**src/rtl/keypad_encoder.sv**
```systemverilog
// Debounced 16-button encoder: sync, debounce, rising-press detect, and a small code FIFO
// popped by the game logic with a rd/valid handshake.
module keypad_encoder #(
  parameter int unsigned DEBOUNCE = 3,
  parameter int unsigned DEPTH    = 4
) (
  input  logic        clk,
  input  logic        rst,
  input  logic [15:0] pb,
  input  logic        rd,
  output logic [3:0]  code,
  output logic        valid,
  output logic        full,
  output logic        overflow,
  output logic        held
);

  localparam int unsigned AW = $clog2(DEPTH);
  localparam logic [3:0]    CntMax  = 4'(DEBOUNCE - 1);
  localparam logic [AW:0]   OccFull = (AW + 1)'(DEPTH);
  localparam logic [AW:0]   OccOne  = (AW + 1)'(1);
  localparam logic [AW-1:0] PtrOne  = AW'(1);

  logic [15:0]   sync1_q, sync1_d, sync2_q, sync2_d;
  logic [15:0]   cand_q, cand_d, stable_q, stable_d;
  logic [3:0]    cnt_q, cnt_d;
  logic          stable_nz_q, stable_nz_d;
  logic          ev_q, ev_d;
  logic [3:0]    ev_code_q, ev_code_d;
  logic [3:0]    mem_q [DEPTH];
  logic [3:0]    mem_d [DEPTH];
  logic [AW-1:0] wptr_q, wptr_d, rptr_q, rptr_d;
  logic [AW:0]   occ_q, occ_d;
  logic          ovf_q, ovf_d;
  logic          push, pop;

  always_comb begin
    sync1_d     = pb;
    sync2_d     = sync1_q;
    cand_d      = cand_q;
    cnt_d       = cnt_q;
    stable_d    = stable_q;
    stable_nz_d = (stable_q != '0);
    mem_d       = mem_q;
    wptr_d      = wptr_q;
    rptr_d      = rptr_q;
    occ_d       = occ_q;
    ovf_d       = ovf_q;

    if (sync2_q != cand_q) begin
      cand_d = sync2_q;
      cnt_d  = '0;
    end else if (cnt_q < CntMax) begin
      cnt_d = cnt_q + 4'd1;
    end else begin
      stable_d = cand_q;
    end

    // Only a zero -> non-zero transition of the debounced vector is a press.
    ev_d      = !stable_nz_q && (stable_q != '0);
    ev_code_d = '0;
    for (int i = 0; i < 16; i++) begin
      if (stable_q[i]) ev_code_d = 4'(i);
    end

    pop  = rd && valid;
    push = ev_q && (!full || pop);
    if (ev_q && full && !pop) ovf_d = 1'b1;

    if (push) begin
      mem_d[wptr_q] = ev_code_q;
      wptr_d        = wptr_q + PtrOne;
    end
    if (pop) rptr_d = rptr_q + PtrOne;
    if (push && !pop) occ_d = occ_q + OccOne;
    else if (pop && !push) occ_d = occ_q - OccOne;
  end

  always_ff @(posedge clk or posedge rst) begin
    if (rst) begin
      sync1_q     <= '0;
      sync2_q     <= '0;
      cand_q      <= '0;
      cnt_q       <= '0;
      stable_q    <= '0;
      stable_nz_q <= 1'b0;
      ev_q        <= 1'b0;
      ev_code_q   <= '0;
      mem_q       <= '{default: '0};
      wptr_q      <= '0;
      rptr_q      <= '0;
      occ_q       <= '0;
      ovf_q       <= 1'b0;
    end else begin
      sync1_q     <= sync1_d;
      sync2_q     <= sync2_d;
      cand_q      <= cand_d;
      cnt_q       <= cnt_d;
      stable_q    <= stable_d;
      stable_nz_q <= stable_nz_d;
      ev_q        <= ev_d;
      ev_code_q   <= ev_code_d;
      mem_q       <= mem_d;
      wptr_q      <= wptr_d;
      rptr_q      <= rptr_d;
      occ_q       <= occ_d;
      ovf_q       <= ovf_d;
    end
  end

  assign valid    = (occ_q != '0);
  assign full     = (occ_q == OccFull);
  assign code     = valid ? mem_q[rptr_q] : 4'd0;
  assign held     = (stable_q != '0);
  assign overflow = ovf_q;

endmodule

```
**config.mk**
```make
export PLATFORM = sky130hd
export DESIGN_NAME = keypad_encoder
export DESIGN_NICKNAME = d
export VERILOG_FILES = /design/src/rtl/keypad_encoder.sv
export SDC_FILE = /design/constraint.sdc
export NUM_CORES = 1
export LEC_CHECK = 0
export CORE_AREA = 2 2 90 101
export CTS_CLUSTER_SIZE = 8
export DETAILED_ROUTE_END_ITERATION = 6
export DIE_AREA = 0 0 92 103
export GPL_TIMING_DRIVEN = 0
export PLACE_DENSITY_LB_ADDON = 0.05
export SLEW_MARGIN = 20
export SYNTH_ARGS = -nofsm -noshare
export SYNTH_HDL_FRONTEND = slang
export SYNTH_SLANG_ARGS = --single-unit
```
**constraint.sdc**
```tcl
create_clock -name clk -period 7.7 [get_ports clk]
set_input_delay 1.54 -clock clk [delete_from_list [all_inputs] [get_ports clk]]
set_output_delay 1.54 -clock clk [all_outputs]
set_load 0.05 [all_outputs]
```
* Word level (Yosys, flattened, before mapping)
Cells that the tools add are included.
Storage, ports and cells: input bits 19, logic and storage cells 75, output and inout port bits 8, register bits 98
Operators by class: reductions and logical operators 18, add/subtract/negate cells 5, equal/unequal tests 2, order comparisons 4, bitwise logic cells 4, mux-type cells 26
Operators by type and width (count):
- 2-to-1 mux 4 bit | 20
- bitwise mux 16 bit | 1
- != test 16 bit | 1
- nonzero test 16 bit | 1
- binary-select mux 4 bit (select 2 bit) | 1
- demux 4 bit (select 2 bit) | 1
- logical AND 1 bit | 8
- greater-or-equal comparator 3 bit, second input constant | 2
- 2-to-1 mux 3 bit | 2
- inverter 2 -> 3 bit | 2
- adder 2 x 1 -> 2 bit, second input constant | 2
- adder 4 x 1 -> 4 bit, second input constant | 1
- logical NOT 1 bit | 4
- less-than comparator 4 x 2 -> 1 bit, second input constant | 1
- nonzero test 2 bit | 2
- adder 3 x 1 -> 3 bit, second input constant | 1
- == test 3 bit, second input constant | 1
- less-than comparator 3 x 1 -> 1 bit, second input constant | 1
- nonzero test 3 bit | 1
- subtractor 3 x 1 -> 3 bit, second input constant | 1
- inverter 1 bit | 2
- AND reduction 2 bit | 1
- logical OR 1 bit | 1
- 2-to-1 mux 1 bit | 1

* Logic depth before layout (Yosys ltp)
Gate-level depths: netlist (run 1).
depth in word-level cells 15, mapped depth 10, gate-level depth less buffers 9

* Worst setup path before layout (run 1)
No wires, ideal clock.
kind reg-to-output, start point reg occ_q[0], end point out full, setup slack 4533 ps, buffers on the path 0, data required time 6160 ps, cell stages (with the launch flop) 2, arrival time 1627 ps, path through dfrtp_1 -> nor3b_1
Between the ends: word-level cells in the longest chain between the ends 1
Ends and longest elaborated chain:
- from (decl) | RTL line 33 | logic [AW:0] occ_q, occ_d;
- from (signal assigned) | RTL line 92 | occ_q <= '0;
- from (signal assigned) | RTL line 106 | occ_q <= occ_d;
- == test 3 bit | RTL line 112 | assign full = (occ_q == OccFull);
- to (decl) | RTL line 13 | output logic full,
Every way passes these cells.

* Final worst setup path (run 1)
start point reg rptr_q[0], end point out code[0]
Between the ends: word-level cells in the longest chain between the ends 5
Ends and longest elaborated chain:
- from (decl) | RTL line 32 | logic [AW-1:0] wptr_q, wptr_d, rptr_q, rptr_d;
- from (signal assigned) | RTL line 105 | rptr_q <= rptr_d;
- inverter 2 -> 3 bit (not written as such) | RTL line 113 | assign code = valid ? mem_q[rptr_q] : 4'd0;
- binary-select mux 4 bit (select 2 bit) | RTL line 113
- 2-to-1 mux 4 bit (not written as such) (2 in series) | RTL line 113
- 2-to-1 mux 4 bit | RTL line 113
- to (decl) | RTL line 11 | output logic [3:0] code,
Every way passes these cells. The select of a mux whose other input is x is not followed.

==> reports/qor.tcl, run 1 <==
set qor(drt.antenna.violating_nets) 0
set qor(fin_hold_ws_ps) 353
set qor(worstSetupPathType) {reg -> out}
set qor(drt-wirelength-per-cell_um) 12.5
set qor(cts-htree-levels) 3
set qor(outcome) {complete, no violations}
set qor(pin_count_of_the_biggest_net_entering_global_routing) 51
set qor(timing.reg2reg.worst_path_depth) 8
set qor(cp_slowest_cell) {sky130_fd_sc_hd__clkdlybuf4s50_1}
set qor(detailroute.via_count) 1868
set qor(io_buffers) 26
set qor(synthMuxAreaShare_pct) 13.4
set qor(power.share.clock_pct) 34.6
set qor(period_utilisation_layout_pct) 51.5
set qor(power.combinational.fraction_pct) 3.8
set qor(worstSkewPairLatency_ps) 350
set qor(antenna_cells) 0
set qor(post_synth_and_or_nand_nor_area_fraction_pct) 6.92
set qor(die_area_um2) 9480
set qor(synthXorXnorAreaFrac_pct) 5.41
set qor(ys_ff_latch) 98
set qor(io_pins) 27
set qor(vdd_ir_drop_max_mv) 0.103
set qor(maxCapViolCount) 0
set qor(initial_utilization_pct) 43.5
set qor(dp.cells) 391
set qor(netlist_area_um2) 3720
set qor(final_net_count) 314
set qor(placement.setup.worst_slack_ps) 4080
set qor(remaining_drc_errors) 0
set qor(timing_worst_slew_pin_value_ps) 574
set qor(post_route_cells_drive_above_1_share_pct) 21.2
set qor(maximum_operating_frequency_mhz) 252
set qor(synth_seq_area_share_pct) 65.8
set qor(hold_path.class) {reg -> reg}
set qor(synth_cell_types) 33
set qor(p_seq_share_pct) 61.6
set qor(grt_antenna_before_repair) 0
set qor(cts.repair_timing.setup_buffer_count) 0
set qor(slew_headroom_pct) 61.4
set qor(clk_pin_slew_ps) 90
set qor(postCtsHoldBufs) 0
set qor(die_h_um) 103
set qor(layout-area-overhead-vs-synth_pct) 16.5
set qor(main_combinational_cell_family_by_area_after_synthesis) {multiplexers}
set qor(worstSetupEndpointType) {output pin}
set qor(first_iter_violations) 68
set qor(avgSynthCellArea_um2) 14.9
set qor(cts_tree) {done}
set qor(place_congestion) 0.711
set qor(avgViaCountPerCell) 4.59
set qor(wire_length_of_the_first_global_routing_pass_mm) 9.13
set qor(power_report.internal_total_uw) 664
set qor(clock_root_buffer) {sky130_fd_sc_hd__clkbuf_8}
set qor(cts_buffers) 9
set qor(power_switching_share_pct) 23.3
set qor(path_cells) {clkbuf_1 -> mux4_2 -> and2_1 -> clkdlybuf4s50_1}
set qor(slew_violations) 0
set qor(synth_nets) 276
set qor(routed_wl_mm) 5.08
set qor(dp.final_hpwl_mm) 3.64
set qor(max_stage_delay_ps) 690
set qor(pre_antenna_drt_iters) 4
set qor(period_minus_slack_ps) 3970
set qor(totalPowerFinal_uw) 866
set qor(setup_total_negative_slack_ps) 0
set qor(maximum_root_to_sink_buffer_count) 2
set qor(final.setup.worst_slack_ps) 3730
set qor(startpoint_type) {flop}
set qor(std_cell_rows) 36
set qor(grt_remaining_overflow) 0
set qor(synth_compound_area_share_pct) 2.59
set qor(synth_fa_ha_area_share_pct) 2.55
set qor(cp_data_arrival_time_ps) 2430
set qor(cellLeakagePower_uw) 0.00201
set qor(timing_hold_violations_final) 0
set qor(critical_path_required_ps) 6160
set qor(power_density_nw_per_um2) 200
set qor(path_max_fanout) 6
set qor(synth_cells) 250
set qor(synth.yosys.warnings) 0
set qor(total_switching_power_uw) 202
set qor(finalSetupViolations) 0
set qor(cts.repair.resized) 0
set qor(first_global_vias) 1876
set qor(coreArea_um2) 8560
set qor(cts.sinks) 98
set qor(fin_skew_ps) 10.4
set qor(rsz0062_at_grt) {no}
set qor(die_w_um) 92
set qor(finish.cell_count_without_fillers) 407
set qor(grt_use_total_pct) 12.6
set qor(min_path_cells) 0
set qor(fillerInstances) 753
==> worst paths after layout <==
| kind | from | end | slack (ps) |
|---|---|---|---|
| worst max-delay path | rptr_q[0] | code[0] | 3730 |
| worst min-delay path | sync1_q[4] | sync2_q[4] | 350 |
| worst max register to register | occ_q[0] | occ_q[1] | 5450 |
| worst min register to register | sync1_q[4] | sync2_q[4] | 350 |
| max in group asynchronous | rst | cand_q[13] | 5520 |
| min in group asynchronous | rst | occ_q[0] | 1580 |
==> layer usage <==
layer	track usage, %	up-vias	wire length [um]
met2	19.9	28	2500
met5	0	-	0
met1	16.1	916	2330
met3	2.92	10	141
li1	-	914	-
met4	7.46	0	108
==> power groups by stage <==
| stage | Clock (uW) | Combinational [uW] | Sequential, uW |
|---|---|---|---|
| 2_1_floorplan | 0 | 18.7 | 543 |
| 6_report | 300 | 32.6 | 534 |
| 4_1_cts | 315 | 34.3 | 534 |
| 3_3_place_gp | 0 | 31.6 | 544 |
| 3_5_place_dp | 0 | 34.2 | 544 |
| 5_1_grt | 340 | 37.1 | 535 |
==> Yosys cell counts <==
library cell / instances / area share [%]
sky130_fd_sc_hd__a21o_1: 1 / 0.20
sky130_fd_sc_hd__nand4_2: 1 / 0.34
sky130_fd_sc_hd__ha_1: 6 / 2.0
sky130_fd_sc_hd__o21ai_0: 2 / 0.27
sky130_fd_sc_hd__xor2_1: 18 / 4.2
sky130_fd_sc_hd__mux4_2: 4 / 2.4
sky130_fd_sc_hd__nor3_1: 2 / 0.27
sky130_fd_sc_hd__fa_1: 1 / 0.54
sky130_fd_sc_hd__nor4_4: 1 / 0.57
sky130_fd_sc_hd__nor4_2: 3 / 1.0
sky130_fd_sc_hd__a31oi_1: 1 / 0.17
sky130_fd_sc_hd__xnor2_1: 5 / 1.2
sky130_fd_sc_hd__nor4_1: 3 / 0.50
sky130_fd_sc_hd__mux2_4: 10 / 4.0
sky130_fd_sc_hd__o31ai_1: 1 / 0.20
sky130_fd_sc_hd__dfrtp_1: 98 / 66
sky130_fd_sc_hd__nor2_1: 10 / 1.0
sky130_fd_sc_hd__nor2b_1: 4 / 0.67
sky130_fd_sc_hd__buf_2: 1 / 0.13
sky130_fd_sc_hd__buf_12: 1 / 0.54
sky130_fd_sc_hd__nor3b_1: 1 / 0.20
sky130_fd_sc_hd__nand2_1: 8 / 0.81
sky130_fd_sc_hd__nand3_1: 3 / 0.40
sky130_fd_sc_hd__and2_1: 4 / 0.67
sky130_fd_sc_hd__a211o_1: 1 / 0.24
sky130_fd_sc_hd__inv_1: 8 / 0.81
sky130_fd_sc_hd__clkbuf_1: 18 / 1.8
sky130_fd_sc_hd__o21bai_1: 3 / 0.60
sky130_fd_sc_hd__nor2_4: 1 / 0.30
sky130_fd_sc_hd__or3_1: 1 / 0.17
sky130_fd_sc_hd__a2111oi_0: 1 / 0.24
sky130_fd_sc_hd__mux2_2: 23 / 7.0
sky130_fd_sc_hd__a21oi_1: 5 / 0.67
==> sequential cells by signal (all words and copies together), names as in the netlist <==
signal	count
cand_q	16
occ_q	3
rptr_q	2
sync2_q	16
stable_nz_q	1
sync1_q	16
cnt_q	4
overflow	1
mem_q	16
wptr_q	2
ev_code_q	4
ev_q	1
stable_q	16
==> cell usage in the layout (no fill, tap or decap), types with 4 or more instances in the layout <==
| master | instances |
|---|---|
| sky130_fd_sc_hd__a21oi_1 | 5 |
| sky130_fd_sc_hd__and2_1 | 4 |
| sky130_fd_sc_hd__clkbuf_1 | 19 |
| sky130_fd_sc_hd__clkbuf_8 | 9 |
| sky130_fd_sc_hd__clkdlybuf4s50_1 | 26 |
| sky130_fd_sc_hd__clkinvlp_4 | 4 |
| sky130_fd_sc_hd__dfrtp_1 | 98 |
| sky130_fd_sc_hd__ha_1 | 6 |
| sky130_fd_sc_hd__inv_1 | 7 |
| sky130_fd_sc_hd__mux2_2 | 23 |
| sky130_fd_sc_hd__mux2_4 | 10 |
| sky130_fd_sc_hd__mux4_2 | 4 |
| sky130_fd_sc_hd__nand2_1 | 8 |
| sky130_fd_sc_hd__nor2_1 | 10 |
| sky130_fd_sc_hd__nor2b_1 | 4 |
| sky130_fd_sc_hd__xnor2_1 | 5 |
| sky130_fd_sc_hd__xor2_1 | 18 |
==> worst max-delay path, delay by kind of cell (launching register included) <==
kind | cells | cell delay (ps)
buffers and inverters | 2 | 1040
DFF | 1 | 330
muxes | 1 | 540
and+or+nand+nor | 1 | 160
==> cell families (layout without fill, tap and decap cells) <==
family | Yosys count | in the layout
AOI/OAI and AO/OA | 15 | 15
xor gates and xnor gates | 23 | 23
adders and majority gates | 7 | 7
buffers and inverters | 28 | 71
DFF | 98 | 98
muxes | 37 | 37
and+or+nand+nor | 42 | 42
==> metrics by stage <==
stage / util [%] / instance area, um^2
2_1_floorplan: - / 3720
3_3_place_gp: 48.2 / 4130
3_5_place_dp: 48.6 / 4160
4_1_cts: 50.7 / 4340
5_1_grt: 50.7 / 4340
6_report: 50.7 / 4340
==> layout make-up <==
class / instances / area [um^2] / area share, %
Buffer: 20 / 92.6 / 2.13
Clock buffer: 10 / 128 / 2.94
Inverter: 8 / 35.0 / 0.808
Sequential cell: 98 / 2450 / 56.5
Multi-Input combinational cell: 124 / 1150 / 26.5
Timing Repair Buffer: 27 / 288 / 6.63
Clock inverter: 6 / 50.0 / 1.15
Tap cell: 114 / 143 / 3.29
Power figures use the tool's default switching activity.
==> inputs of run 2 (changes only) <==
Clock period 7.7 ns to 3.4 ns, I/O delays scaled along.
==> results of run 2 <==
Same layout as run 1 (identical final DEF). Status: complete, no violations.
Main changes from that run: setup slack after placement 4080 ps -> 643 ps; setup slack after layout 3730 ps -> 294 ps; register-to-register setup slack 5450 ps -> 1150 ps; total power 866 uW -> 1960 uW; worst IR drop on VDD 0.103 mV -> 0.233 mV
